## src/rtl/cpu_types_pkg.sv

```systemverilog
// Shared CPU types: data word, ALU opcodes and the sequential multiplier state encoding.
package cpu_types_pkg;

    typedef logic [31:0] word_t;

    typedef enum logic [2:0] {
        ALU_ADD,
        ALU_SUB,
        ALU_AND,
        ALU_OR,
        ALU_XOR
    } aluop_t;

    typedef enum logic [1:0] {
        MS_IDLE,
        MS_STEP,
        MS_DONE
    } mulstate_t;

    localparam int MUL_STEPS = 32;

endpackage

```

## src/rtl/alu_if.sv

```systemverilog
// Connection bundle between the shared ALU and whichever unit is driving it.
interface alu_if;
    import cpu_types_pkg::*;

    aluop_t ALUOP;
    word_t  port_a;
    word_t  port_b;
    word_t  port_out;
    logic   zero;
    logic   neg;

    modport tb  (output ALUOP, port_a, port_b, input port_out, zero, neg);
    modport alu (input ALUOP, port_a, port_b, output port_out, zero, neg);

endinterface

```

## src/rtl/alu.sv

```systemverilog
// Shared combinational ALU used in the execute stage; no carry flag is produced.
module alu
    import cpu_types_pkg::*;
(
    alu_if.alu aluif
);

    word_t res;

    always_comb begin
        res = '0;
        case (aluif.ALUOP)
            ALU_ADD: res = aluif.port_a + aluif.port_b;
            ALU_SUB: res = aluif.port_a - aluif.port_b;
            ALU_AND: res = aluif.port_a & aluif.port_b;
            ALU_OR:  res = aluif.port_a | aluif.port_b;
            ALU_XOR: res = aluif.port_a ^ aluif.port_b;
            default: res = '0;
        endcase
    end

    always_comb begin
        aluif.port_out = res;
        aluif.zero     = (res == '0);
        aluif.neg      = res[31];
    end

endmodule

```

## src/rtl/alu_mul_seq.sv

```systemverilog
// Sequential 32x32->64 unsigned shift-and-add multiplier that borrows the shared ALU for its adds.
// Optional build macro ZERO_SKIP_EN: a zero operand finishes immediately with a zero product.
module alu_mul_seq
    import cpu_types_pkg::*;
#(
    parameter int STEPS = MUL_STEPS
)
(
    input  logic  CLK,
    input  logic  RST,
    input  logic  start,
    input  word_t mcand,
    input  word_t mplier,
    output logic  busy,
    output logic  done,
    output word_t product_hi,
    output word_t product_lo,
    output logic  hi_nz,
    alu_if.tb     aluif
);

    mulstate_t   state_q, state_d;
    word_t       hi_q, hi_d;
    word_t       lo_q, lo_d;
    word_t       mc_q, mc_d;
    word_t       product_hi_q, product_hi_d;
    word_t       product_lo_q, product_lo_d;
    logic [4:0]  cnt_q, cnt_d;
    word_t       sum;
    logic        carry;

    // The ALU has no carry flag, so recover it from the operand and sum MSBs.
    function automatic logic carry_out(input logic a, input logic b, input logic s);
        return (a & b) | ((a | b) & ~s);
    endfunction

    always_comb begin
        aluif.ALUOP  = ALU_ADD;
        aluif.port_a = '0;
        aluif.port_b = '0;
        if (state_q == MS_STEP) begin
            aluif.port_a = hi_q;
            aluif.port_b = lo_q[0] ? mc_q : '0;
        end
    end

    always_comb begin
        sum   = aluif.port_out;
        carry = lo_q[0] & carry_out(hi_q[31], mc_q[31], sum[31]);
    end

    always_comb begin
        state_d      = state_q;
        hi_d         = hi_q;
        lo_d         = lo_q;
        mc_d         = mc_q;
        cnt_d        = cnt_q;
        product_hi_d = product_hi_q;
        product_lo_d = product_lo_q;
        case (state_q)
            MS_IDLE: begin
                if (start) begin
                    state_d = MS_STEP;
                    hi_d    = '0;
                    lo_d    = mplier;
                    mc_d    = mcand;
                    cnt_d   = '0;
`ifdef ZERO_SKIP_EN
                    if (mcand == '0 || mplier == '0) begin
                        state_d      = MS_DONE;
                        product_hi_d = '0;
                        product_lo_d = '0;
                    end
`endif
                end
            end
            MS_STEP: begin
                {hi_d, lo_d} = {carry, sum, lo_q[31:1]};
                cnt_d        = cnt_q + 5'd1;
                if (cnt_q == 5'(STEPS - 1)) begin
                    state_d      = MS_DONE;
                    product_hi_d = hi_d;
                    product_lo_d = lo_d;
                end
            end
            MS_DONE: state_d = MS_IDLE;
            default: state_d = MS_IDLE;
        endcase
    end

    always_ff @(posedge CLK or posedge RST) begin
        if (RST) begin
            state_q      <= MS_IDLE;
            hi_q         <= '0;
            lo_q         <= '0;
            mc_q         <= '0;
            cnt_q        <= '0;
            product_hi_q <= '0;
            product_lo_q <= '0;
        end else begin
            state_q      <= state_d;
            hi_q         <= hi_d;
            lo_q         <= lo_d;
            mc_q         <= mc_d;
            cnt_q        <= cnt_d;
            product_hi_q <= product_hi_d;
            product_lo_q <= product_lo_d;
        end
    end

    always_comb begin
        busy       = (state_q == MS_STEP) || (state_q == MS_DONE);
        done       = (state_q == MS_DONE);
        product_hi = product_hi_q;
        product_lo = product_lo_q;
        hi_nz      = (product_hi_q != '0);
    end

endmodule
```

## src/flat_wrapper.sv

```systemverilog
// flat-port wrapper written by rule: the top's interface ports become plain ports
module alu_mul_seq_flat import cpu_types_pkg::*;
#(
    parameter int STEPS = MUL_STEPS
)
  (CLK, RST, start, mcand, mplier, busy, done, product_hi, product_lo, hi_nz, aluif_ALUOP, aluif_port_a, aluif_port_b, aluif_port_out, aluif_zero, aluif_neg);
  alu_if aluif_i ();
  input  logic CLK;
  input  logic RST;
  input  logic start;
  input  word_t mcand;
  input  word_t mplier;
  output logic busy;
  output logic done;
  output word_t product_hi;
  output word_t product_lo;
  output logic hi_nz;
  output wire logic [$bits(aluif_i.ALUOP)-1:0] aluif_ALUOP;
  output wire logic [$bits(aluif_i.port_a)-1:0] aluif_port_a;
  output wire logic [$bits(aluif_i.port_b)-1:0] aluif_port_b;
  input wire logic [$bits(aluif_i.port_out)-1:0] aluif_port_out;
  input wire logic [$bits(aluif_i.zero)-1:0] aluif_zero;
  input wire logic [$bits(aluif_i.neg)-1:0] aluif_neg;
  assign aluif_ALUOP = aluif_i.ALUOP;
  assign aluif_port_a = aluif_i.port_a;
  assign aluif_port_b = aluif_i.port_b;
  assign aluif_i.port_out = aluif_port_out;
  assign aluif_i.zero = aluif_zero;
  assign aluif_i.neg = aluif_neg;
  alu_mul_seq #(.STEPS(STEPS)) u_core (.CLK(CLK), .RST(RST), .start(start), .mcand(mcand), .mplier(mplier), .busy(busy), .done(done), .product_hi(product_hi), .product_lo(product_lo), .hi_nz(hi_nz), .aluif(aluif_i));
endmodule
```

## config.mk

```make
export PLATFORM = sky130hd
export DESIGN_NAME = alu_mul_seq_flat
export DESIGN_NICKNAME = d
export VERILOG_FILES = /design/src/rtl/cpu_types_pkg.sv /design/src/rtl/alu_if.sv /design/src/rtl/alu.sv /design/src/rtl/alu_mul_seq.sv /design/src/flat_wrapper.sv
export SDC_FILE = /design/constraint.sdc
export NUM_CORES = 1
export LEC_CHECK = 0
export BUFFER_PORTS_ARGS = -buffer_cell sky130_fd_sc_hd__clkbuf_2
export CORE_UTILIZATION = 50
export CTS_CLUSTER_DIAMETER = 60
export DETAILED_ROUTE_END_ITERATION = 10
export GPL_TIMING_DRIVEN = 0
export PLACE_DENSITY = 0.76
export SLEW_MARGIN = 5
export SYNTH_ARGS = -nofsm -noshare
export SYNTH_HDL_FRONTEND = slang
export SYNTH_SLANG_ARGS = --single-unit
```

## constraint.sdc

```tcl
create_clock -name CLK -period 5.6 [get_ports CLK]
set_input_delay 0.56 -clock CLK [delete_from_list [all_inputs] [get_ports CLK]]
set_output_delay 0.56 -clock CLK [all_outputs]
set_load 0.01 [all_outputs]
```

Word level (Yosys, flattened, before mapping)

Index checks and enable logic that the tools add are counted.

Word-level logic and storage cells: 39
Output and inout bits: 134
Register bits after elaboration: 167
Input bits: 101

Reduce and logical (&&, ||, !) cells: 8
Eq/ne operators: 5
Muxes and demuxes: 12
Bitwise logic cells: 6
Add/sub/neg operators: 1

Operators with widths:

| cell                                          | count |
|---|---|
| 2-to-1 mux 32 bit                             | 5 |
| one-hot mux 32 bit (2 select lines)           | 2 |
| nonzero test 32 bit                           | 1 |
| one-hot mux 5 bit (2 select lines)            | 1 |
| AND reduction 2 bit                           | 4 |
| adder 5 x 1 -> 5 bit, second input constant   | 1 |
| == test 5 bit, second input constant          | 1 |
| 2-to-1 mux 5 bit                              | 1 |
| 2-to-1 mux 2 bit                              | 2 |
| != test 2 bit, second input constant          | 2 |
| one-hot mux 2 bit (2 select lines)            | 1 |
| AND 1 bit                                     | 3 |
| == test 2 x 1 -> 1 bit, second input constant | 1 |
| == test 2 bit, second input constant          | 1 |
| zero test 2 bit                               | 1 |
| bitwise OR 1 bit                              | 2 |
| nonzero test 2 bit                            | 1 |
| logical OR 1 bit                              | 1 |
| inverter 1 bit                                | 1 |

Depth between registers and ports, before layout

Gate-level depths: netlist (run 1).

Word-level depth: 5
Depth in mapped cells: 9
Mapped depth without buffers: 6

Least setup slack after synthesis (run 1)

Ideal clock, no wire load.

Path type: register to output
From: reg u_core.state_q[1]
To: out aluif_port_b[24]
Slack: 3.675 ns
Path buffers: 3
Arrival time: 1.365 ns
Stages on the path, launching flop included: 7
Path through: dfrtp_1 inv_1 ha_1 buf_4 buf_2 clkbuf_1 and3_1

Longest elaborated chain between the ends: 2

Ends and longest elaborated chain:

| item                   | RTL line           | source |
|---|---|---|
| start, declared        | alu_mul_seq.sv:22  | `mulstate_t state_q, state_d;` |
| start signal, assigned | alu_mul_seq.sv:101 | `state_q <= state_d;` |
| == test 2 x 1 -> 1 bit | alu_mul_seq.sv:41  | `if (state_q == MS_STEP) begin` |
| 2-to-1 mux 32 bit      | alu_mul_seq.sv:41  |  |
| end, declared          | flat_wrapper.sv:20 | `output wire logic [$bits(aluif_i.port_b)-1:0] aluif_port_b;` |

Every way passes these cells.

Worst setup path in the final report (run 1)

From: reg u_core.state_q[1]
To: out aluif_port_a[8]

Longest elaborated chain between the ends: 2

Ends and longest elaborated chain:

| item                   | RTL line           | source |
|---|---|---|
| == test 2 x 1 -> 1 bit | alu_mul_seq.sv:41  |  |
| 2-to-1 mux 32 bit      | alu_mul_seq.sv:41  |  |
| end, declared          | flat_wrapper.sv:19 | `output wire logic [$bits(aluif_i.port_a)-1:0] aluif_port_a;` |

Every way passes these cells.

==> flow_metrics.tcl, run 1 <==
set metrics [dict create \
    clock_skew_ns 0.00776 \
    clk-insertion-delay-late_ns 0.43 \
    ctsResizeCount 0 \
    syn_inst 572 \
    grt_pass1_wl_mm 28.2 \
    area_growth_pct 28.8 \
    coreArea_um2 13500 \
    grt_max_degree 117 \
    relSlewSlack_pct 61.1 \
    power_per_cell_area_nw_per_um2 496 \
    grt_pass1_vias 5677 \
    ctsRootBufferMaster "clkbuf_16" \
    synth_ff_type "dfrtp_1" \
    cts_tree "yes" \
    clk_pin_slew_ns 0.06 \
    synth-edff-count 0 \
    nFillCells 1034 \
    status "complete, no violations" \
    place.gp.congestion 0.815 \
    cap_violations 0 \
    cts.sinks 167 \
    seq_area_frac_synth_pct 59.6 \
    hold_class "in2async" \
    grtUsageTotal_pct 25.2 \
    die_y_um 120 \
    total_power_mw 4.48 \
    dp_hpwl_mm 12.6 \
    crit_chain "inv_1 > ha_1 > buf_4 > buf_2 > clkbuf_1 > and2_1 > clkbuf_2" \
    drtPass1Iterations 5 \
    hold_viol 0 \
    worstSetupStartpointType "flip-flop" \
    crit_required_ns 5.04 \
    floorplan.initialDensity_pct 52.1 \
    ant_nets 0 \
    period_minus_slack_ns 2.85 \
    wl_per_cell_um 17.2 \
    fmax_ghz 0.351 \
    num_antenna_cells 0 \
    drive_above_1_share_pct 45.6 \
    crit_slowest_cell "dfrtp_1" \
    cpPeakStageDelay_ns 0.40 \
    die_x_um 120 \
    post_cts_buffers 0 \
    async_flop_share_pct 100 \
    fin_setup_tns_ns 0 \
    vias_per_cell 5.40 \
    synth-warning-count 0 \
    hold_buffers 0 \
    die-area_um2 14500 \
    finalMaxSlewViolations 0 \
    overflow 0 \
    rows 42 \
    cts_max_path_buffers 2 \
    critPathKind "reg2out" \
    synth-seq-cells 167 \
    p_leak_nw 4.71 \
    synthesis.area_um2 7010 \
    crit_path_end_kind "primary output" \
    routed_wl_mm 17.4 \
    peakVddDrop_mv 0.282 \
    h-tree-depth 4 \
    fin_crit_sh_pct 50.9 \
    drt_drc_violations_left 0 \
    cts_buffers 17 \
    worst_pin_slew_ns 0.584 \
    synth.avg_cell_area_um2 12.3 \
    setup_violations 0 \
    vias 5468 \
    cp_max_fo 10 \
    ios 235 \
    dr.first_iter.drc_count 313 \
    fin_nets 930 \
    io_buffers 229 \
    rsz0062_at_grt "no" \
    antenna_found_initial 0 \
    cp.arrival_ns 2.29 \
    synth.distinct_cells 32 \
]
[registers in the layout (all words and copies together) (netlist names)]
| signal | count |
|---|---|
| u_core.product_hi | 32 |
| u_core.hi_q | 32 |
| u_core.cnt_q | 5 |
| u_core.state_q | 2 |
| u_core.mc_q | 32 |
| u_core.lo_q | 32 |
| u_core.product_lo | 32 |
[stage by stage]
| step | setup slack [ns] | utilization, % | std cells | hold slack [ns] | instance area (um2) |
|---|---|---|---|---|---|
| 2_1_floorplan | 0.522 | - | 574 | 0.450 | 7020 |
| 3_3_place_gp | -1.04 | 62.3 | 979 | 0.462 | 8390 |
| 3_5_place_dp | 3.17 | 62.6 | 980 | 0.471 | 8420 |
| 4_1_cts | 2.71 | 67.2 | 1012 | 0.142 | 9030 |
| 5_1_grt | 2.56 | 67.2 | 1012 | 0.156 | 9030 |
| 6_report | 2.75 | 67.2 | 1012 | 0.133 | 9030 |
[cell usage in the layout (no fill, tap or decap), types with 2 or more instances in the layout]
| cell | synthesis | final |
|---|---|---|
| buf_2 | 24 | 24 |
| clkinv_4 | 0 | 3 |
| o211ai_1 | 2 | 2 |
| and3_1 | 35 | 35 |
| conb_1 | 1 | 3 |
| dfrtp_1 | 167 | 167 |
| mux2i_1 | 8 | 8 |
| ha_1 | 6 | 6 |
| buf_6 | 2 | 2 |
| a22o_1 | 34 | 34 |
| buf_4 | 5 | 5 |
| clkinvlp_4 | 0 | 4 |
| o21ai_0 | 30 | 30 |
| clkbuf_1 | 13 | 13 |
| and2_1 | 33 | 33 |
| nor4_1 | 8 | 8 |
| clkbuf_2 | 0 | 229 |
| bufinv_16 | 0 | 3 |
| nand4_1 | 2 | 2 |
| a21oi_2 | 10 | 10 |
| clkinv_2 | 0 | 2 |
| inv_1 | 28 | 27 |
| inv_6 | 0 | 2 |
| o22ai_1 | 24 | 24 |
| nand2_1 | 37 | 37 |
| mux2_2 | 73 | 73 |
| o21ai_1 | 4 | 4 |
| a21oi_1 | 16 | 16 |
| clkbuf_16 | 0 | 17 |
[report_power, final]
part | internal [mW] | switching, mW
Sequential | 1.57 | 0.203
Combinational | 0.680 | 0.828
Clock | 0.716 | 0.484
Total | 2.97 | 1.51
[worst paths after layout]
path                            slack, ns               endpoint  depth (start not counted)                   from
min in group CLK                     0.36         u_core.mc_q[9]                          2               mcand[9]
max in group asynchronous            4.57        u_core.mc_q[18]                          3                    RST
worst min register to register       0.48  u_core.product_lo[10]                          2  u_core.product_lo[10]
worst min-delay path                 0.13        u_core.hi_q[27]                          2                    RST
worst max register to register       3.38  u_core.product_lo[18]                          8        u_core.cnt_q[0]
worst max-delay path                 2.75        aluif_port_a[8]                          7      u_core.state_q[1]
[area by class of cell]
class | instances | area [um2] | share of cell area (%)
Tap cell | 176 | 220 | 2.44
Clock inverter | 14 | 174 | 1.92
Clock buffer | 18 | 439 | 4.86
Timing Repair Buffer | 230 | 1170 | 13.0
Multi-Input combinational cell | 335 | 2510 | 27.8
Buffer | 44 | 229 | 2.53
Inverter | 28 | 113 | 1.25
Sequential cell | 167 | 4180 | 46.3
[Yosys cell counts (2+ instances only)]
| cell type | count | share of area [%] |
|---|---|---|
| inv_1 | 28 | 1.5 |
| mux2_2 | 73 | 12 |
| buf_2 | 24 | 1.7 |
| nor4_1 | 8 | 0.71 |
| buf_4 | 5 | 0.54 |
| nand4_1 | 2 | 0.18 |
| clkbuf_1 | 13 | 0.70 |
| ha_1 | 6 | 1.1 |
| o21ai_0 | 30 | 2.1 |
| a21oi_2 | 10 | 1.2 |
| a21oi_1 | 16 | 1.1 |
| dfrtp_1 | 167 | 60 |
| a22o_1 | 34 | 4.2 |
| nand2_1 | 37 | 2.0 |
| o21ai_1 | 4 | 0.29 |
| and3_1 | 35 | 3.1 |
| mux2i_1 | 8 | 1.1 |
| and2_1 | 33 | 2.9 |
| o211ai_1 | 2 | 0.21 |
| buf_6 | 2 | 0.32 |
| o22ai_1 | 24 | 2.1 |
[kinds of logic (layout without fill, tap and decap cells)]
group,after synthesis,after routing,synth area share (%)
AO/OA/AOI/OAI,122,122,11.7
multiplexers,83,83,13.3
flip-flops,167,167,59.6
adder cells (fa/ha/maj),6,6,1.07
buffers and inverters,72,334,4.76
AND/OR/NAND/NOR,121,121,9.60
other,1,3,0.0535
[worst max-delay path: cells and delay by family, from the launching register on]
family | cells | cell delay (ns)
adder cells (fa/ha/maj) | 1 | 0.15
buffers and inverters | 5 | 1.10
flip-flops | 1 | 0.40
AND/OR/NAND/NOR | 1 | 0.22
[metal layers]
metal / global-route usage [%] / share of wire (%) / up-vias
met5: 0 / 0 / -
met4: 9.80 / 2.3 / 0
met3: 6.75 / 7.0 / 34
met2: 42.0 / 48 / 226
met1: 31.3 / 42 / 2698
li1: - / - / 2510
Note: power is estimated with default switching activity, not from simulation.
==> run 2: changes to the inputs <==
CORE_UTILIZATION = 46   (was 50)
PLACE_DENSITY = 0.74   (was 0.76)
clock period = 2.6 ns   (was 5.6 ns; I/O delays follow)
==> flow_metrics.tcl, run 2 (synthesis gave the netlist of run 1 again) <==
set metrics [dict create \
    ctsRootBufferMaster "clkbuf_16" \
    clk-insertion-delay-late_ns 0.42 \
    internal_power_mw 6.43 \
    vias_per_cell 5.18 \
    clk_pin_slew_ns 0.07 \
    cts_tree "yes" \
    worstSetupStartpointType "flip-flop" \
    io_buffers 229 \
    violations "design-rule violations" \
    drive_above_1_share_pct 46.2 \
    switching_share_pct 33.4 \
    cp.arrival_ns 2.15 \
    routed_wl_mm 17.0 \
    r2r_slack_ns 0.36 \
    drtPass1Iterations 8 \
    cp_max_fo 10 \
    clock_skew_ns 0.00931 \
    finalMaxSlewViolations 0 \
    die_y_um 125 \
    grt_pass1_vias 5485 \
    hold_viol 0 \
    fin_nets 934 \
    crit_top_cell "clkbuf_2" \
    post_cts_buffers 0 \
    hp-start "mcand[8]" \
    worst_pin_slew_ns 0.689 \
    clkPwrFrac_pct 27.3 \
    path_delay_family "buffers and inverters" \
    overflow 0 \
    holdPathEnd "u_core.mc_q[8]" \
    vias 5309 \
    power_per_cell_area_nw_per_um2 1060 \
    dr.first_iter.drc_count 289 \
    cap_violations 0 \
    cts.sinks 167 \
    switching_power_mw 3.23 \
    dp_hpwl_mm 12.4 \
    stdcell_count 1024 \
    design_area_um2 9120 \
    die-area_um2 15700 \
    period_minus_slack_ns 2.41 \
    area_growth_pct 30.0 \
    drt_drc_violations_left 16 \
    holdPathStages 2 \
    comb_power_share_pct 33.5 \
    reg2reg_to "u_core.product_lo[10]" \
    antenna_found_initial 0 \
    crit_required_ns 2.34 \
    crit_chain "inv_1 > ha_1 > buf_4 > buf_2 > clkbuf_2 > and2_1 > clkbuf_2" \
    power_frac_seq_pct 39.2 \
    grt_pass1_wl_mm 28.0 \
    fmax_ghz 0.415 \
    cts_max_path_buffers 2 \
    crit_path_end_kind "primary output" \
    floorplan.initialDensity_pct 47.7 \
    dpl_cell_area_um2 8480 \
    holdWs_ns 0.0614 \
    crit_buf_inv 5 \
    mostFrequentLayoutCell "clkbuf_2" \
    ant_nets 0 \
    grtUsageTotal_pct 22.7 \
    place_inst 991 \
    grt_max_degree 41 \
    layout_common_cells "clkbuf_2 (233), dfrtp_1 (167), mux2_2 (73), nand2_1 (37), and3_1 (35)" \
    crit_slowest_cell "dfrtp_1" \
    rsz0062_at_grt "no" \
    critPathKind "reg2out" \
    cpPeakStageDelay_ns 0.40 \
    crit_path_start "u_core.state_q[1]" \
    fin_crit_sh_pct 92.8 \
    ios 235 \
    rows 44 \
    r2r_start "u_core.cnt_q[0]" \
    relSlewSlack_pct 54.0 \
    place.gp.congestion 0.787 \
    p_leak_nw 4.75 \
    status "complete, but fails checks" \
    setup_violations 0 \
    cts_buffers 17 \
    wl_per_cell_um 16.6 \
    r2r_cells 8 \
    coreArea_um2 14700 \
    h-tree-depth 4 \
    die_x_um 125 \
    peakVddDrop_mv 0.590 \
    hold_class "in2reg" \
    num_antenna_cells 0 \
]
## run 2: changes by cell type in the layout (fill, tap and decap cells not counted)
cell | before | now
buf_12 | 0 | 4
buf_16 | 1 | 0
clkbuf_1 | 13 | 9
clkbuf_2 | 229 | 233
clkbuf_8 | 1 | 2
clkinv_4 | 3 | 0
clkinvlp_4 | 4 | 5
dlygate4sd3_1 | 0 | 1
inv_6 | 2 | 3
## run 2: layout make-up
class | count | area (um2)
Buffer | 44 | 234
Clock buffer | 19 | 453
Clock inverter | 13 | 168
Fill cell | 1215 | 5580
Inverter | 28 | 109
Multi-Input combinational cell | 335 | 2510
Sequential cell | 167 | 4180
Tap cell | 184 | 230
Timing Repair Buffer | 234 | 1240
## run 2: worst register-to-register path: stages (launching register included)
cell and delay, ns:
dfrtp_1 0.40, ha_1 0.23, and3_1 0.19, ha_1 0.24, nand2_1 0.29, buf_2 0.34
buf_2 0.27, nand2_1 0.08, o21ai_0 0.09
## run 2: timing repair
item	in CTS	in global routing
gates resized for setup	1	6
hold buffers	1	0
setup endpoints to repair	5	29
hold endpoints to repair	25	0
## run 2: layer usage
layer | GRT usage, % | vias to the layer above | routed length [um] | part of all wire (%)
met5 | 0 | - | 0 | 0
met4 | 7.25 | 0 | 268 | 1.6
met3 | 6.68 | 18 | 1100 | 6.5
met2 | 36.2 | 178 | 8010 | 47
met1 | 29.8 | 2582 | 7590 | 45
li1 | - | 2531 | - | -
## run 2: how the worst max path moves through the flow
stage               depth (start not counted)                    end
finish                                      7        aluif_port_a[3]
global route                                7        aluif_port_a[3]
CTS                                         7       aluif_port_a[16]
detailed placement                          8  u_core.product_lo[22]
global placement                            2        u_core.hi_q[11]
floorplan                                   1        u_core.cnt_q[0]
## run 2: power by group through the flow
stage	registers (mW)	logic (mW)	clock network (mW)
detailed placement	3.83	3.25	0
global route	3.90	3.57	2.82
floorplan	3.72	2.26	0
CTS	3.79	3.27	2.69
finish	3.79	3.23	2.64
global placement	3.81	3.17	0
## run 2: stage by stage
stage	total power, mW	util (%)	TNS [ns]	setup slack (ns)
2_1_floorplan	5.98	-	0	0.213
3_3_place_gp	6.98	57.2	-142.37	-0.864
3_5_place_dp	7.08	57.7	0	0.351
4_1_cts	9.75	62.0	0	0.0537
5_1_grt	10.3	62.0	0	0.0171
6_report	9.67	62.0	0	0.188
